## config.mk

```make
export PLATFORM = sky130hd
export DESIGN_NAME = wash_phase_sequencer
export DESIGN_NICKNAME = d
export VERILOG_FILES = /design/src/rtl/wash_phase_sequencer.sv
export SDC_FILE = /design/constraint.sdc
export NUM_CORES = 1
export LEC_CHECK = 0
export CAP_MARGIN = 5
export CORE_ASPECT_RATIO = 1.1
export CORE_MARGIN = 1.5
export CORE_UTILIZATION = 53
export DETAILED_ROUTE_END_ITERATION = 8
export GPL_TIMING_DRIVEN = 0
export PLACE_DENSITY_LB_ADDON = 0.08
export SYNTH_ARGS = -nofsm -noshare
export SYNTH_HDL_FRONTEND = slang
export SYNTH_SLANG_ARGS = --single-unit
```

## constraint.sdc

```tcl
create_clock -name clk -period 2.64 [get_ports clk]
set_input_delay 0.264 -clock clk [delete_from_list [all_inputs] [get_ports clk]]
set_output_delay 0.264 -clock clk [all_outputs]
set_load 0.05 [all_outputs]
```

## src/rtl/wash_phase_sequencer.sv

```systemverilog
// Wash-program sequencer: steps FILL/WASH/DRAIN, FILL/RINSE/DRAIN and SPIN on a 1 s tick,
// with lid pause/resume, fill/drain timeouts latching FAULT, and an end-of-program beep.
module wash_phase_sequencer #(
  parameter int FILL_TMO  = 8,
  parameter int DRAIN_TMO = 8,
  parameter int BEEP_SECS = 3
) (
  input  logic       clk,
  input  logic       resetBtn,
  input  logic       tick_1s,
  input  logic       start,
  input  logic       lid_open,
  input  logic [2:0] mode,
  input  logic [2:0] wash_time,
  input  logic [2:0] rinse_time,
  input  logic [2:0] spin_time,
  input  logic       level_full,
  input  logic       level_empty,
  output logic       valve_in,
  output logic       motor_wash,
  output logic       drain_out,
  output logic       motor_spin,
  output logic [2:0] state,
  output logic [3:0] remaining,
  output logic       busy,
  output logic       beep,
  output logic       fault
);

  typedef enum logic [3:0] {
    S_IDLE  = 4'd0,
    S_FILL  = 4'd1,
    S_WASH  = 4'd2,
    S_RINSE = 4'd3,
    S_DRAIN = 4'd4,
    S_SPIN  = 4'd5,
    S_PAUSE = 4'd6,
    S_DONE  = 4'd7,
    S_FAULT = 4'd8
  } state_t;

  localparam logic [3:0] FILL_LAST  = 4'(FILL_TMO - 1);
  localparam logic [3:0] DRAIN_LAST = 4'(DRAIN_TMO - 1);
  localparam logic [3:0] BEEP_LAST  = 4'(BEEP_SECS - 1);

  state_t     state_q, state_d, ret_q, ret_d;
  logic       wash_pend_q, wash_pend_d, rinse_pend_q, rinse_pend_d, spin_pend_q, spin_pend_d;
  logic [2:0] wash_t_q, wash_t_d, rinse_t_q, rinse_t_d, spin_t_q, spin_t_d;
  logic [3:0] rem_q, rem_d;
  logic [3:0] cnt_q, cnt_d;

  // A programmed duration of zero still runs the phase for one tick.
  function automatic logic [3:0] load_time(input logic [2:0] t);
    return (t == 3'd0) ? 4'd1 : {1'b0, t};
  endfunction

  always_comb begin
    state_d      = state_q;
    ret_d        = ret_q;
    wash_pend_d  = wash_pend_q;
    rinse_pend_d = rinse_pend_q;
    spin_pend_d  = spin_pend_q;
    wash_t_d     = wash_t_q;
    rinse_t_d    = rinse_t_q;
    spin_t_d     = spin_t_q;
    rem_d        = rem_q;
    cnt_d        = cnt_q;
    case (state_q)
      S_IDLE: begin
        if (start && (mode != 3'd0) && !lid_open) begin
          {wash_pend_d, rinse_pend_d, spin_pend_d} = mode;
          wash_t_d  = wash_time;
          rinse_t_d = rinse_time;
          spin_t_d  = spin_time;
          cnt_d     = 4'd0;
          if (mode[2] || mode[1]) begin
            state_d = S_FILL;
          end else begin
            state_d     = S_SPIN;
            spin_pend_d = 1'b0;
            rem_d       = load_time(spin_time);
          end
        end
      end
      S_FILL: begin
        if (lid_open) begin
          state_d = S_PAUSE;
          ret_d   = S_FILL;
        end else if (level_full) begin
          cnt_d = 4'd0;
          if (wash_pend_q) begin
            state_d     = S_WASH;
            wash_pend_d = 1'b0;
            rem_d       = load_time(wash_t_q);
          end else begin
            state_d      = S_RINSE;
            rinse_pend_d = 1'b0;
            rem_d        = load_time(rinse_t_q);
          end
        end else if (tick_1s) begin
          if (cnt_q == FILL_LAST) state_d = S_FAULT;
          else                    cnt_d   = cnt_q + 4'd1;
        end
      end
      S_WASH, S_RINSE, S_SPIN: begin
        if (lid_open) begin
          state_d = S_PAUSE;
          ret_d   = state_q;
        end else if (tick_1s) begin
          if (rem_q == 4'd1) begin
            rem_d   = 4'd0;
            cnt_d   = 4'd0;
            state_d = (state_q == S_SPIN) ? S_DONE : S_DRAIN;
          end else begin
            rem_d = rem_q - 4'd1;
          end
        end
      end
      S_DRAIN: begin
        if (lid_open) begin
          state_d = S_PAUSE;
          ret_d   = S_DRAIN;
        end else if (level_empty) begin
          cnt_d = 4'd0;
          if (rinse_pend_q) begin
            state_d = S_FILL;
          end else if (spin_pend_q) begin
            state_d     = S_SPIN;
            spin_pend_d = 1'b0;
            rem_d       = load_time(spin_t_q);
          end else begin
            state_d = S_DONE;
          end
        end else if (tick_1s) begin
          if (cnt_q == DRAIN_LAST) state_d = S_FAULT;
          else                     cnt_d   = cnt_q + 4'd1;
        end
      end
      S_PAUSE: begin
        // Counters are left untouched so the saved phase resumes where it stopped.
        if (start && !lid_open) state_d = ret_q;
      end
      S_DONE: begin
        if (tick_1s) begin
          if (cnt_q == BEEP_LAST) begin
            state_d = S_IDLE;
            cnt_d   = 4'd0;
          end else begin
            cnt_d = cnt_q + 4'd1;
          end
        end
      end
      S_FAULT: state_d = S_FAULT;
      default: state_d = S_IDLE;
    endcase
  end

  always_ff @(posedge clk) begin
    if (resetBtn) begin
      state_q      <= S_IDLE;
      ret_q        <= S_IDLE;
      wash_pend_q  <= 1'b0;
      rinse_pend_q <= 1'b0;
      spin_pend_q  <= 1'b0;
      wash_t_q     <= 3'd0;
      rinse_t_q    <= 3'd0;
      spin_t_q     <= 3'd0;
      rem_q        <= 4'd0;
      cnt_q        <= 4'd0;
    end else begin
      state_q      <= state_d;
      ret_q        <= ret_d;
      wash_pend_q  <= wash_pend_d;
      rinse_pend_q <= rinse_pend_d;
      spin_pend_q  <= spin_pend_d;
      wash_t_q     <= wash_t_d;
      rinse_t_q    <= rinse_t_d;
      spin_t_q     <= spin_t_d;
      rem_q        <= rem_d;
      cnt_q        <= cnt_d;
    end
  end

  assign valve_in   = (state_q == S_FILL);
  assign motor_wash = (state_q == S_WASH) || (state_q == S_RINSE);
  assign drain_out  = (state_q == S_DRAIN) || (state_q == S_SPIN);
  assign motor_spin = (state_q == S_SPIN);
  assign state      = (state_q == S_FAULT) ? 3'd7 : state_q[2:0];
  assign remaining  = rem_q;
  assign busy       = !((state_q == S_IDLE) || (state_q == S_DONE) || (state_q == S_FAULT));
  assign beep       = (state_q == S_DONE);
  assign fault      = (state_q == S_FAULT);

endmodule

```

Word-level counts from Yosys, hierarchy flattened. Cells that the tools add are included.

Memory bits (writable): 0. Bits in read-only memories: 0. Memories: 0. Flip-flop bits (word level): 28. Bits of input ports: 19. Logic and storage cells: 142. Bits in latches: 0. Output and inout port bits: 14.

Divide/modulo/power cells: 0. Muxes and demuxes: 69. Eq/ne operators: 31. Bitwise gates (word level): 0. $mul: 0. Reductions and logical operators: 30. Shifts and indexed selects: 0. $add $sub $neg: 2. Order comparisons: 0.

Operators with widths (count): 4-bit 2-to-1 mux (39); 2-bit != test, second input constant (17); 4-bit one-hot mux with 7 select lines (1); 3-bit 2-to-1 mux (8); 4-bit by 3-bit == test with 1-bit output, second input constant (5); 4-bit one-hot mux with 5 select lines (1); 4-bit one-hot mux with 4 select lines (1); 1-bit 2-to-1 mux (13); 4-bit by 2-bit == test with 1-bit output, second input constant (3); 3-bit logical NOT (4); 4-bit one-hot mux with 3 select lines (1); 11-bit AND reduction (1); 5-bit AND reduction (2); 4-bit by 1-bit == test with 1-bit output, second input constant (2); 4-bit AND reduction (2); 8-bit AND reduction (1); 3-bit != test, second input constant (2); 1-bit one-hot mux with 2 select lines (3); 6-bit AND reduction (1); 3-bit nonzero test (2); 1-bit logical OR (5); 5-bit nonzero test (1); 4-bit by 1-bit adder with 4-bit output, second input constant (1); 4-bit == test, second input constant (1); 10 further kinds (15).

Depth between registers and ports, before layout.
Depth in word-level cells: 7. Gate-level depth with buffers: 7. Depth with buffers taken out: 7.

Worst setup path before layout. Ideal clock, no wire load.

Path kind: register to register. From: register state_q[2]. To: register ret_q[0]. Data required time: 2.505 ns. Setup time: 0.135 ns. Period minus slack after synthesis: 2.336 ns. Buffers on the path: 2. Setup slack: 0.304 ns. Arrival time: 2.201 ns. Stages on the path, launching flop included: 8. Path through: dfxtp_1 > buf_6 > buf_2 > inv_2 > nor3_1 > nor2_1 > nor3_1 > a211oi_1.

Word-level cells in the longest chain between the ends: 4. Elaborated cells on any way between the ends: 12. Those cells by class: eq/ne (8); mux (1); reduce/logical (3).

RTL lines: start, declared (line 46) `state_t state_q, state_d, ret_q, ret_d;`; start signal, assigned (line 171) `state_q <= state_d;`; 4-bit by 3-bit == test with 1-bit output or 4-bit by 2-bit == test with 1-bit output (tied branches) (line 68) `case (state_q)`; 3-bit OR reduction (line 68); 2-bit != test (no line) or 3-bit nonzero test (tied branches); 4-bit AND reduction (no line); end signal, assigned (line 172) `ret_q <= ret_d;`; end, declared (line 46).

Parallel ways exist; a longest one is shown, timed or not. A chain may end at the register's enable or synchronous reset.

Worst setup path in the final report.
From: register state_q[1]. To: output port state[2].

Word-level cells in the longest chain between the ends: 2.

RTL lines: 4-bit == test (line 188) `assign state = (state_q == S_FAULT) ? 3'd7 : state_q[2:0];`; 3-bit 2-to-1 mux (line 188); end, declared (line 23) `output logic [2:0] state,`.

No other way between the ends.

==> out/qor.yml <==
synthCells: 246
cts_tree: "done"
core_area_um2: 3626
hold_violations: 0
required_ns: 2.38
synthToLayoutAreaGrowth_pct: 22.94
rsz0062_at_grt: "false"
switching_share_pct: 46.37
hold_class: "reg -> reg"
grt_overflow_total: 0
drive_gt1_share_pct: 9.286
grt_pass1_wl_um: 8383
pwr-share-comb_pct: 62.2
initial_core_util_pct: 54.90
drc: 0
worstMarginPinSlew_ns: 0.7787
cp.arrival_ns: 2.19
max-slew-margin-rel_pct: 47.54
setup_tns_ns: 0
drv_slew: 0
wl_um: 5060
avgSynthCellArea_um2: 8.092
seq_power_share_pct: 24.1
ys.flop_type: "dfxtp_1"
synth_top_family_by_area: "simple AND/OR/NAND/NOR gates"
synth-xor-area-share_pct: 0
fp.dieW_um: 61.44
dieHeight_um: 67.28
globalplace.congestion: 0.9235
tritoncts.num_buffers: 3
skew_ns: 0.003183
met1_usage_pct: 36.26
synth_simple_gate_area_share_pct: 28.03
crit_fanout: 10
synth_cell_types: 60
syn_area_um2: 1991
p_clk_share_pct: 13.7
use_met2_pct: 42.42
cp-end-kind: "primary output"
first_iter_violations: 146
synth_seq_cells: 28
met3_usage_pct: 2.490
hpwl_um: 3788
cts.sinks: 28
synth_compound_area_share_pct: 25.46
dr.pass1.iters: 4
numPortBuffers: 31
ir_drop_v: 0.0004940
placementRows: 23
cts.htree.levels: 1
grt.total_usage_pct: 26.87
synthArstFlopShare_pct: 0
powerDensity_nw_per_um2: 1013
final_util_pct: 67.49
wire_per_inst_um: 15.33
clockBufferDepth: 2
p_int_w: 0.001329
vias: 1965
grt_pass1_vias: 1833
num_antenna_cells: 0
synth_edf_count: 0
syn_nets: 269
cts-root-buf: "clkbuf_8"
net-switching-power_w: 0.001149
seq_area_frac_synth_pct: 28.16
grt_max_degree: 17
synth-adder-area-share_pct: 2.514
ant_nets: 0
p_leak_nw: 0.9757
clk_pin_slew_ns: 0.09
yosys_warnings: 0
layout.nets: 304
cap_violations: 0
antenna_found_initial: 0
critical_path_class: "reg -> out"
period_minus_slack_ns: 2.456
fmax_mhz: 407.1
viasPerCell: 5.955
post-route-period-util_pct: 93.05
grt.busiest_layer: "met2"
clk_latency_ns: 0.28
worstSetupStartpointType: "register"
finalSetupViolations: 0
synth_mux_area_share_pct: 8.611
io_pins: 33
die-area_um2: 4133
status: "finished clean"
per-stage QoR:
stage                     cells  setup WS [ns]  area, µm²  hold WS [ns]  total power, W
after floorplan             246         0.3042       1991        0.4109        0.001732
after global placement      327         0.1458       2364        0.4520        0.002108
after detailed placement    327         0.1149       2364        0.4557        0.002124
after CTS                   331        0.04982       2437        0.4734        0.002468
after global routing        330        0.05140       2447        0.4988        0.002643
final                       330         0.1836       2447        0.4775        0.002479
sequential cells by signal, summed over array words and instances (netlist names):
signal and cells:
wash_t_q 3, spin_pend_q 1, remaining 4, state_q 4, rinse_t_q 3, rinse_pend_q 1
ret_q 4, wash_pend_q 1, cnt_q 4, spin_t_q 3
worst max-delay path, cell delays in order (launching register included):
cell and delay [ns]:
dfxtp_1 0.49, buf_6 0.18, clkbuf_1 0.35, nor2_1 0.08
nand2_1 0.08, nand2_1 0.05, clkdlybuf4s50_1 0.69
path summary, 6_finish.rpt:
path | slack (ns) | cells past startpoint | startpoint | end
hold / removal | 0.48 | 2 | ret_q[0] | ret_q[0]
setup reg to reg | 0.34 | 6 | state_q[0] | cnt_q[1]
setup / recovery | 0.18 | 6 | state_q[1] | state[2]
hold reg to reg | 0.48 | 2 | ret_q[0] | ret_q[0]
cell usage in the layout, fill, tap and decap left out, types with 7 or more instances in the layout:
cell,synthesis,final
nor2_1,31,31
dfxtp_1,28,28
clkdlybuf4s50_1,0,26
o21ai_0,17,17
mux2i_1,16,16
inv_1,13,13
nand2_1,12,12
a21oi_1,10,10
nor3_1,9,8
clkbuf_1,8,7
power groups by stage:
stage,registers (W),clock network [W],logic (W)
final,0.000596,0.000340,0.00154
after global routing,0.000609,0.000359,0.00168
after CTS,0.000589,0.000346,0.00153
after detailed placement,0.000595,0,0.00153
after global placement,0.000590,0,0.00152
after floorplan,0.000629,0,0.00110
Yosys cell counts (2+ instances only):
library cell / number / share of area (%)
mux2i_1: 16 / 8.0
nor2_1: 31 / 5.8
nand4bb_1: 2 / 1.1
o21a_1: 2 / 0.75
buf_6: 2 / 1.1
nor2b_1: 2 / 0.63
or2_2: 2 / 0.63
a21oi_1: 10 / 2.5
or3_1: 3 / 0.94
ha_1: 4 / 2.5
clkbuf_1: 8 / 1.5
inv_2: 2 / 0.38
and4b_1: 2 / 1.0
o22ai_1: 4 / 1.3
nand3b_1: 3 / 1.1
a221oi_1: 2 / 0.88
nand3_1: 2 / 0.50
nor3_1: 9 / 2.3
o21ai_1: 2 / 0.50
buf_2: 4 / 1.0
or4b_1: 2 / 1.0
nor4b_2: 2 / 1.5
buf_4: 2 / 0.75
dfxtp_1: 28 / 28
o2bb2ai_1: 6 / 2.6
and2_1: 4 / 1.3
a21o_1: 3 / 1.1
inv_1: 13 / 2.5
a2bb2oi_1: 2 / 0.88
nand2b_1: 5 / 1.6
nor3b_1: 6 / 2.3
nand2_1: 12 / 2.3
o211ai_1: 2 / 0.75
a211o_1: 2 / 0.88
o21ai_0: 17 / 4.3
a2111oi_0: 3 / 1.3
o311ai_0: 2 / 0.88
layout make-up:
class | count | area (µm²)
buffer | 15 | 83.83
clock buffer | 3 | 41.29
clock inverter | 1 | 30.03
fill | 326 | 1179
inverter | 15 | 56.30
multi-input combinational | 187 | 1297
sequential | 28 | 560.5
tap | 50 | 62.56
timing repair buffer | 31 | 315.3
logic make-up (layout without fill, tap and decap cells):
logic type | Yosys count | count (layout)
adder cells (fa/ha/maj) | 4 | 4
AO/OA/AOI/OAI | 71 | 71
multiplexers | 17 | 17
AND/OR/NAND/NOR | 95 | 95
buffers and inverters | 31 | 65
flip-flops | 28 | 28
repair_timing:
item	in CTS	in global routing
resized for setup	3	4
endpoints found under the setup margin	4	4
buffers inserted	0	0
hold buffers	0	0
layer usage:
layer  vias up  share of wire (%)
li1        975                  -
met1       914                 45
met2        66                 48
met3        10                5.5
met4         0                1.9
met5         -                  0
Power figures use the tool's default switching activity.
